===== src/rtl/multicycle_control_unit.sv =====
// Multicycle MIPS-subset control FSM: FETCH/DECODE/EXECUTE/MEM/WRITEBACK sequencing with trap and retire count.
// Latency: R-type 4, lw 5, sw 4, branch/jump 3, I-type 4 cycles with zero wait states; outputs decoded from state.
// Backpressure: FETCH holds on imem_ready=0, MEMRD/MEMWR hold on dmem_ready=0; ready is ignored elsewhere.
module multicycle_control_unit #(
    parameter int ALU_CTRL_W = 4,
    parameter bit EXT_ISA    = 1'b1,
    parameter bit TRAP_HALT  = 1'b1,
    parameter int RETIRE_W   = 32
) (
    input  logic                  clk,
    input  logic                  rst_n,
    input  logic [5:0]            opcode,
    input  logic [5:0]            funct,
    input  logic                  zero,
    input  logic                  imem_ready,
    input  logic                  dmem_ready,
    output logic                  pc_write,
    output logic                  ir_write,
    output logic                  iord,
    output logic                  mem_read,
    output logic                  mem_write,
    output logic                  reg_write,
    output logic                  reg_dst,
    output logic                  mem_to_reg,
    output logic                  alu_src_a,
    output logic [1:0]            alu_src_b,
    output logic                  imm_zext,
    output logic [1:0]            pc_src,
    output logic                  use_shamt,
    output logic [ALU_CTRL_W-1:0] alu_control,
    output logic                  illegal,
    output logic [3:0]            state,
    output logic [RETIRE_W-1:0]   retired
);

    typedef enum logic [3:0] {
        S_FETCH  = 4'd0,
        S_DECODE = 4'd1,
        S_MEMADR = 4'd2,
        S_MEMRD  = 4'd3,
        S_MEMWB  = 4'd4,
        S_MEMWR  = 4'd5,
        S_EXEC   = 4'd6,
        S_ALUWB  = 4'd7,
        S_BRANCH = 4'd8,
        S_JUMP   = 4'd9,
        S_IEXEC  = 4'd10,
        S_IWB    = 4'd11,
        S_TRAP   = 4'd12,
        S_RST    = 4'd15
    } state_t;

    localparam logic [5:0] OP_RTYPE = 6'b000000;
    localparam logic [5:0] OP_J     = 6'b000010;
    localparam logic [5:0] OP_BEQ   = 6'b000100;
    localparam logic [5:0] OP_BNE   = 6'b000101;
    localparam logic [5:0] OP_ADDI  = 6'b001000;
    localparam logic [5:0] OP_SLTI  = 6'b001010;
    localparam logic [5:0] OP_ANDI  = 6'b001100;
    localparam logic [5:0] OP_ORI   = 6'b001101;
    localparam logic [5:0] OP_LW    = 6'b100011;
    localparam logic [5:0] OP_SW    = 6'b101011;

    localparam logic [3:0] ALU_AND = 4'b0000;
    localparam logic [3:0] ALU_OR  = 4'b0001;
    localparam logic [3:0] ALU_ADD = 4'b0010;
    localparam logic [3:0] ALU_XOR = 4'b0011;
    localparam logic [3:0] ALU_SLL = 4'b0100;
    localparam logic [3:0] ALU_SRL = 4'b0101;
    localparam logic [3:0] ALU_SUB = 4'b0110;
    localparam logic [3:0] ALU_SLT = 4'b0111;
    localparam logic [3:0] ALU_NOR = 4'b1100;

    state_t                r_state;
    logic [RETIRE_W-1:0]   r_retired;
    state_t                w_dec_next;
    logic                  w_rtype_ok;
    logic                  w_shift;
    logic [3:0]            w_funct_alu;
    logic [3:0]            w_alu;

    // R-type funct decode: legality, ALU operation, and shift-amount operand select
    always_comb begin
        w_rtype_ok  = 1'b1;
        w_shift     = 1'b0;
        w_funct_alu = ALU_ADD;
        case (funct)
            6'b100000: w_funct_alu = ALU_ADD;
            6'b100010: w_funct_alu = ALU_SUB;
            6'b100100: w_funct_alu = ALU_AND;
            6'b100101: w_funct_alu = ALU_OR;
            6'b100110: w_funct_alu = ALU_XOR;
            6'b100111: w_funct_alu = ALU_NOR;
            6'b101010: w_funct_alu = ALU_SLT;
            6'b000000: begin w_funct_alu = ALU_SLL; w_shift = 1'b1; end
            6'b000010: begin w_funct_alu = ALU_SRL; w_shift = 1'b1; end
            default:   w_rtype_ok = 1'b0;
        endcase
    end

    // Opcode dispatch out of DECODE; extended opcodes fall through to TRAP when disabled
    always_comb begin
        w_dec_next = S_TRAP;
        case (opcode)
            OP_RTYPE: w_dec_next = w_rtype_ok ? S_EXEC : S_TRAP;
            OP_LW,
            OP_SW:    w_dec_next = S_MEMADR;
            OP_BEQ:   w_dec_next = S_BRANCH;
            OP_BNE:   w_dec_next = EXT_ISA ? S_BRANCH : S_TRAP;
            OP_J:     w_dec_next = S_JUMP;
            OP_ADDI:  w_dec_next = S_IEXEC;
            OP_ANDI,
            OP_ORI,
            OP_SLTI:  w_dec_next = EXT_ISA ? S_IEXEC : S_TRAP;
            default:  w_dec_next = S_TRAP;
        endcase
    end

    // State sequencing and retire counting on the edge that leaves a completing state
    always_ff @(posedge clk or negedge rst_n) begin
        if (!rst_n) begin
            r_state   <= S_RST;
            r_retired <= '0;
        end else begin
            case (r_state)
                S_RST:    r_state <= S_FETCH;
                S_FETCH:  if (imem_ready) r_state <= S_DECODE;
                S_DECODE: r_state <= w_dec_next;
                S_MEMADR: r_state <= (opcode == OP_SW) ? S_MEMWR : S_MEMRD;
                S_MEMRD:  if (dmem_ready) r_state <= S_MEMWB;
                S_MEMWR: begin
                    if (dmem_ready) begin
                        r_state   <= S_FETCH;
                        r_retired <= r_retired + RETIRE_W'(1);
                    end
                end
                S_EXEC:   r_state <= S_ALUWB;
                S_IEXEC:  r_state <= S_IWB;
                S_MEMWB, S_ALUWB, S_IWB, S_BRANCH, S_JUMP: begin
                    r_state   <= S_FETCH;
                    r_retired <= r_retired + RETIRE_W'(1);
                end
                S_TRAP:   if (!TRAP_HALT) r_state <= S_FETCH;
                default:  r_state <= S_RST;
            endcase
        end
    end

    // Moore output decode; only the FETCH handshake strobes look at a ready input
    always_comb begin
        pc_write   = 1'b0;
        ir_write   = 1'b0;
        iord       = 1'b0;
        mem_read   = 1'b0;
        mem_write  = 1'b0;
        reg_write  = 1'b0;
        reg_dst    = 1'b0;
        mem_to_reg = 1'b0;
        alu_src_a  = 1'b0;
        alu_src_b  = 2'd0;
        imm_zext   = 1'b0;
        pc_src     = 2'd0;
        use_shamt  = 1'b0;
        illegal    = 1'b0;
        w_alu      = 4'b0000;
        case (r_state)
            S_FETCH: begin
                mem_read  = 1'b1;
                alu_src_b = 2'd1;
                w_alu     = ALU_ADD;
                pc_write  = imem_ready;
                ir_write  = imem_ready;
            end
            S_DECODE: begin
                alu_src_b = 2'd3;
                w_alu     = ALU_ADD;
            end
            S_MEMADR: begin
                alu_src_a = 1'b1;
                alu_src_b = 2'd2;
                w_alu     = ALU_ADD;
            end
            S_MEMRD: begin
                mem_read = 1'b1;
                iord     = 1'b1;
            end
            S_MEMWB: begin
                reg_write  = 1'b1;
                mem_to_reg = 1'b1;
            end
            S_MEMWR: begin
                mem_write = 1'b1;
                iord      = 1'b1;
            end
            S_EXEC: begin
                alu_src_a = 1'b1;
                w_alu     = w_funct_alu;
                use_shamt = w_shift;
            end
            S_ALUWB: begin
                reg_write = 1'b1;
                reg_dst   = 1'b1;
            end
            S_BRANCH: begin
                alu_src_a = 1'b1;
                w_alu     = ALU_SUB;
                pc_src    = 2'd1;
                pc_write  = (opcode == OP_BNE) ? ~zero : zero;
            end
            S_JUMP: begin
                pc_src   = 2'd2;
                pc_write = 1'b1;
            end
            S_IEXEC: begin
                alu_src_a = 1'b1;
                alu_src_b = 2'd2;
                case (opcode)
                    OP_ANDI: begin w_alu = ALU_AND; imm_zext = 1'b1; end
                    OP_ORI:  begin w_alu = ALU_OR;  imm_zext = 1'b1; end
                    OP_SLTI: w_alu = ALU_SLT;
                    default: w_alu = ALU_ADD;
                endcase
            end
            S_IWB:   reg_write = 1'b1;
            S_TRAP:  illegal   = 1'b1;
            default: ;
        endcase
    end

    assign alu_control = ALU_CTRL_W'(w_alu);
    assign state       = r_state;
    assign retired     = r_retired;

endmodule

===== config.mk =====
export PLATFORM = sky130hd
export DESIGN_NAME = multicycle_control_unit
export DESIGN_NICKNAME = d
export VERILOG_FILES = /design/src/rtl/multicycle_control_unit.sv
export SDC_FILE = /design/constraint.sdc
export NUM_CORES = 1
export LEC_CHECK = 0
export ABC_AREA = 0
export CORE_ASPECT_RATIO = 0.75
export CORE_MARGIN = 2
export CORE_UTILIZATION = 42
export CTS_CLUSTER_SIZE = 12
export DETAILED_ROUTE_END_ITERATION = 10
export HOLD_SLACK_MARGIN = 0.1
export MAX_ROUTING_LAYER = met4
export PLACE_DENSITY_LB_ADDON = 0.05
export SYNTH_ARGS = -nofsm -noshare
export SYNTH_HDL_FRONTEND = slang
export SYNTH_SLANG_ARGS = --single-unit

===== constraint.sdc =====
create_clock -name clk -period 1.8 [get_ports clk]
set_input_delay 0.36 -clock clk [delete_from_list [all_inputs] [get_ports clk]]
set_output_delay 0.36 -clock clk [all_outputs]
set_load 0.05 [all_outputs]

### After elaboration in Yosys (flattened, before gate mapping)

Cells that the tools add are included.

* bits in registers: 36
* bits of input ports: 17
* output and inout bits: 56
* word-level logic and storage cells: 88

* add/sub/neg operators: 1
* equal/unequal tests: 33
* mux-type cells: 30
* bitwise gates (word level): 2
* reduce and logical (&&, ||, !) cells: 20

Operator list (count)
* $pmux W32 S2: 1
* $eq A6 B6 Y1 const B: 9
* $pmux W4 S9: 1
* $add A32 B1 Y32 const B: 1
* $mux W32: 1
* $pmux W4 S8: 1
* $eq A4 B4 Y1 const B: 6
* $eq A6 B4 Y1 const B: 4
* $pmux W4 S5: 1
* $eq A4 B3 Y1 const B: 4
* $mux W4: 4
* $pmux W4 S4: 1
* $mux W1: 15
* $reduce_or A2 Y1: 7
* $eq A6 B2 Y1 const B: 2
* $eq A6 B3 Y1 const B: 2
* $logic_not A6 Y1: 2
* $pmux W3 S3: 1
* $reduce_or A9 Y1: 1
* $eq A4 B2 Y1 const B: 2
* $reduce_or A4 Y1: 2
* $ne A2 B2 Y1 const B: 3
* $pmux W2 S3: 1
* $reduce_or A3 Y1: 2
* 11 further kinds: 12

### Logic depth before layout (Yosys ltp)

* word-level depth: 6
* mapped depth: 7
* mapped depth without buffers: 5

### Worst setup path before layout

OpenSTA, ideal clock, no wires.

* kind: reg2out
* start: register r_state[2] (netlist: state[2])
* end: output alu_control[3]
* arrival: 3033 ps
* required time: 1440 ps
* slack: -1593 ps
* cell stages (with the launch flop): 5
* path buffers: 1
* cell sequence: dfstp_2 buf_4 nand2b_1 or3_1 nor4b_1

* cells in the longest elaborated chain, start to end: 3
* elaborated cells between the ends (all ways): 8
* those cells by class: eq/ne: 5; mux: 1; reduce/logical: 2

Ends and longest elaborated chain
* start: declaration: RTL line 74 `state_t r_state;`
* start signal: assignment: RTL line 128 `S_DECODE: r_state <= w_dec_next;`
* start signal: assignment: RTL line 129 `S_MEMADR: r_state <= (opcode == OP_SW) ? S_MEMWR : S_MEMRD;`
* $eq A4 B2 Y1 (tied with other cells): RTL line 166 `case (r_state)`
* $reduce_or A3 Y1 (no source line)
* $pmux W4 S4 *: RTL line 166
* end: declaration: RTL line 30 `output logic [ALU_CTRL_W-1:0] alu_control,`

Every way passes the cells marked *; elsewhere a longest branch is shown, timed or not.

### Final worst setup path

* start: register r_state[1] (netlist: state[1])
* end: output alu_control[3]

Same word-level chain as after synthesis.

==> flow_summary.toml <==
[job]
maxCapViolations = 0

[layout]
final_common_cell = "buf_4"
layout_common_cells = "91 x buf_4, 29 x dfrtp_1, 21 x buf_12"
drive_gt1_frac = 0.5516
utilization = 0.8382
synthToLayoutAreaGrowth_pct = 92.28
finalNonFillerCells = 492
diodes = 0
nNetsFinal = 434

[synthesis]
synthCells = 274
avgSynthCellArea_um2 = 8.516
syn_nets = 292
synthArstFlopShare = 1.000
synth_edf_count = 0
netlist_top_cells_area = "dfrtp_1 34%, xnor2_1 7.9%, nor2_1 5.5%"
synth_cell_types = 48
synth_top_cell_by_area = "dfrtp_1"
seq_area_frac_synth = 0.3882
ys_ff_latch = 36
ys.flop_type = "dfrtp_1"
yosysTopAreaCellShare = 0.3432
syn-cell-area_mm2 = 0.002333
synth_warnings = 0

[grt]
use_met3 = 0.04565
grt_util_met2 = 0.3872
grt_max_degree = 37
grt_util_all_layers = 0.2381
busiest_layer = "met2"
first_global_vias = 2349
antenna_found_initial = 0
grt.overflow.total = 0
use_met1 = 0.3151
grt_pass1_wl_mm = 11.21

[clock_network]
clock-sinks = 36
path_clk_slew_ps = 70
cts_tree = "yes"
cts_buffers = 5
htreeDepth = 2
cts_buffer_depth = 2
holdBufCountCts = 0
ctsRootBufferMaster = "clkbuf_8"
clkLatencyLatePin_ps = 290

[placement]
dp_slack_ps = -628.1
portBuffers = 72
globalplace.congestion = 0.8321
numPlacedInstances = 461
dpl.hpwl_mm = 5.155

[worst_setup_path]
cpMaxStageDelayCell = "dfstp_4"
end_kind = "output port"
crit_buf_inv = 1
max_stage_delay_ps = 640
critical_path.cell_chain = "nand2b_4 -> or3_4 -> nor4b_4 -> buf_12"
worstSetupStartpoint = "state[1]$_DFFE_PN1P_"
cp_max_fo = 4
cp.arrival_ps = 1880
cp.required_ps = 1440
worst_setup_path_start_kind = "flip-flop"
crit_type = "flip-flop to output port"
rrSetupSlack_ps = -270
cp_top_family = "simple AND/OR/NAND/NOR gates"
cp_num_cells = 4
r2r_cells = 7
r2r-end = "retired[17]$_DFFE_PN0P_"
r2r-start = "state[1]$_DFFE_PN1P_"

[routing]
vias = 2588
drc_errors = 0
drt-pass1-iter-count = 4
vias_per_cell = 5.260
routedWlPerCell_um = 15.88
drt_iter0_markers = 117
finalWirelength_mm = 7.813
ant_nets = 0

[timing]
rsz0062_at_grt = "true"
relSlewSlack = 0.6981
layout_setup_ws_ps = -440.6
timing.fmax_ghz = 0.4463
hold_viol = 0
fin_crit_ps = 2241
setup_violations = 55
fin_worst_skew_ps = 10.57
min_period_over_period = 1.245
drv_slew = 0
worst_slew_pin_slew_ps = 452.9

[pwr]
p_leak_nw = 1.935
peakVddDrop_mv = 0.8212
power.density_mw_per_mm2 = 1505

[worst_hold_path]
hold_class = "input port to async pin"

[die]
core_area_mm2 = 0.005353
fp.dieH_um = 68.55
initial_core_util = 0.4360
die_w_um = 90.07
ios = 73
dieArea_mm2 = 0.006174
rows = 23

[status]
outcome = "finished with violations"
violations = "negative setup slack"
==> Yosys cell counts, types with 5 or more instances <==
cell type	number
inv_1	8
nand4_1	7
dfrtp_1	32
a21oi_1	8
nand3_1	17
and3_1	8
and2_1	5
xnor2_1	21
xor2_1	13
nand2_1	24
nor2b_1	5
nand2b_1	8
nor2_1	34
o21ai_0	6
clkbuf_1	11
nor3_1	12
==> routing by layer <==
layer | share of wire | wire, um
met5 | 0 | 0
met4 | 0.0097 | 76
met3 | 0.041 | 321
met2 | 0.51 | 3977
met1 | 0.44 | 3437
==> kinds of logic (layout without fill, tap and decap cells) <==
family	Yosys count	in the layout	share of synthesized area
AOI/OAI and AO/OA	35	35	0.1046
xor gates and xnor gates	34	34	0.1276
adders and majority gates	1	1	0.005361
buffers and inverters	23	166	0.04236
DFF	36	36	0.3882
muxes	2	2	0.009115
and+or+nand+nor	143	143	0.3228
==> cell type report <==
cell class	instances	area, um2
multi-input cells	215	1853
flip-flops and latches	36	917.1
clock buffers	7	76.32
well taps	75	93.84
inverters	8	30.03
fillers	326	865.8
repair buffers	150	1511
clock inverters	1	5.005
==> state kept, by name (all words and copies together), names as in the netlist <==
register  cells
state         4
retired      32
==> repair_timing <==
action | 4_1_cts | 5_1_grt
setup endpoints to repair | 43 | 55
setup buffers | 12 | 13
pin swaps | 19 | 28
resized for setup | 63 | 49
endpoints found under the hold margin | 0 | 0
==> worst max-delay path by stage <==
stage / end / slack [ps]
after floorplan: alu_control[3] / -530
after global placement: alu_control[2] / -600
after detailed placement: alu_control[2] / -630
after CTS: alu_control[3] / -430
after global routing: alu_control[2] / -490
final: alu_control[3] / -440
==> report_power, final <==
group	total (mW)	leakage, nW	internal [mW]	switching, mW
registers	1.17	0.449	0.984	0.190
clock network	0.557	0.0422	0.272	0.285
logic	5.02	1.44	2.42	2.61
total	6.75	1.93	3.67	3.08
==> metrics by stage <==
step	instance area [um2]	power (mW)	setup TNS (ps)	hold WS, ps
6_report	4487	6.754	-10180	98.48
5_1_grt	4487	7.056	-13920	131.3
4_1_cts	4169	6.043	-9463	105.2
3_5_place_dp	3854	5.117	-12980	419.2
3_3_place_gp	3854	5.080	-12360	422.6
2_1_floorplan	2641	3.597	-14090	64.41
No activity file was read; power rests on OpenSTA's default activity.
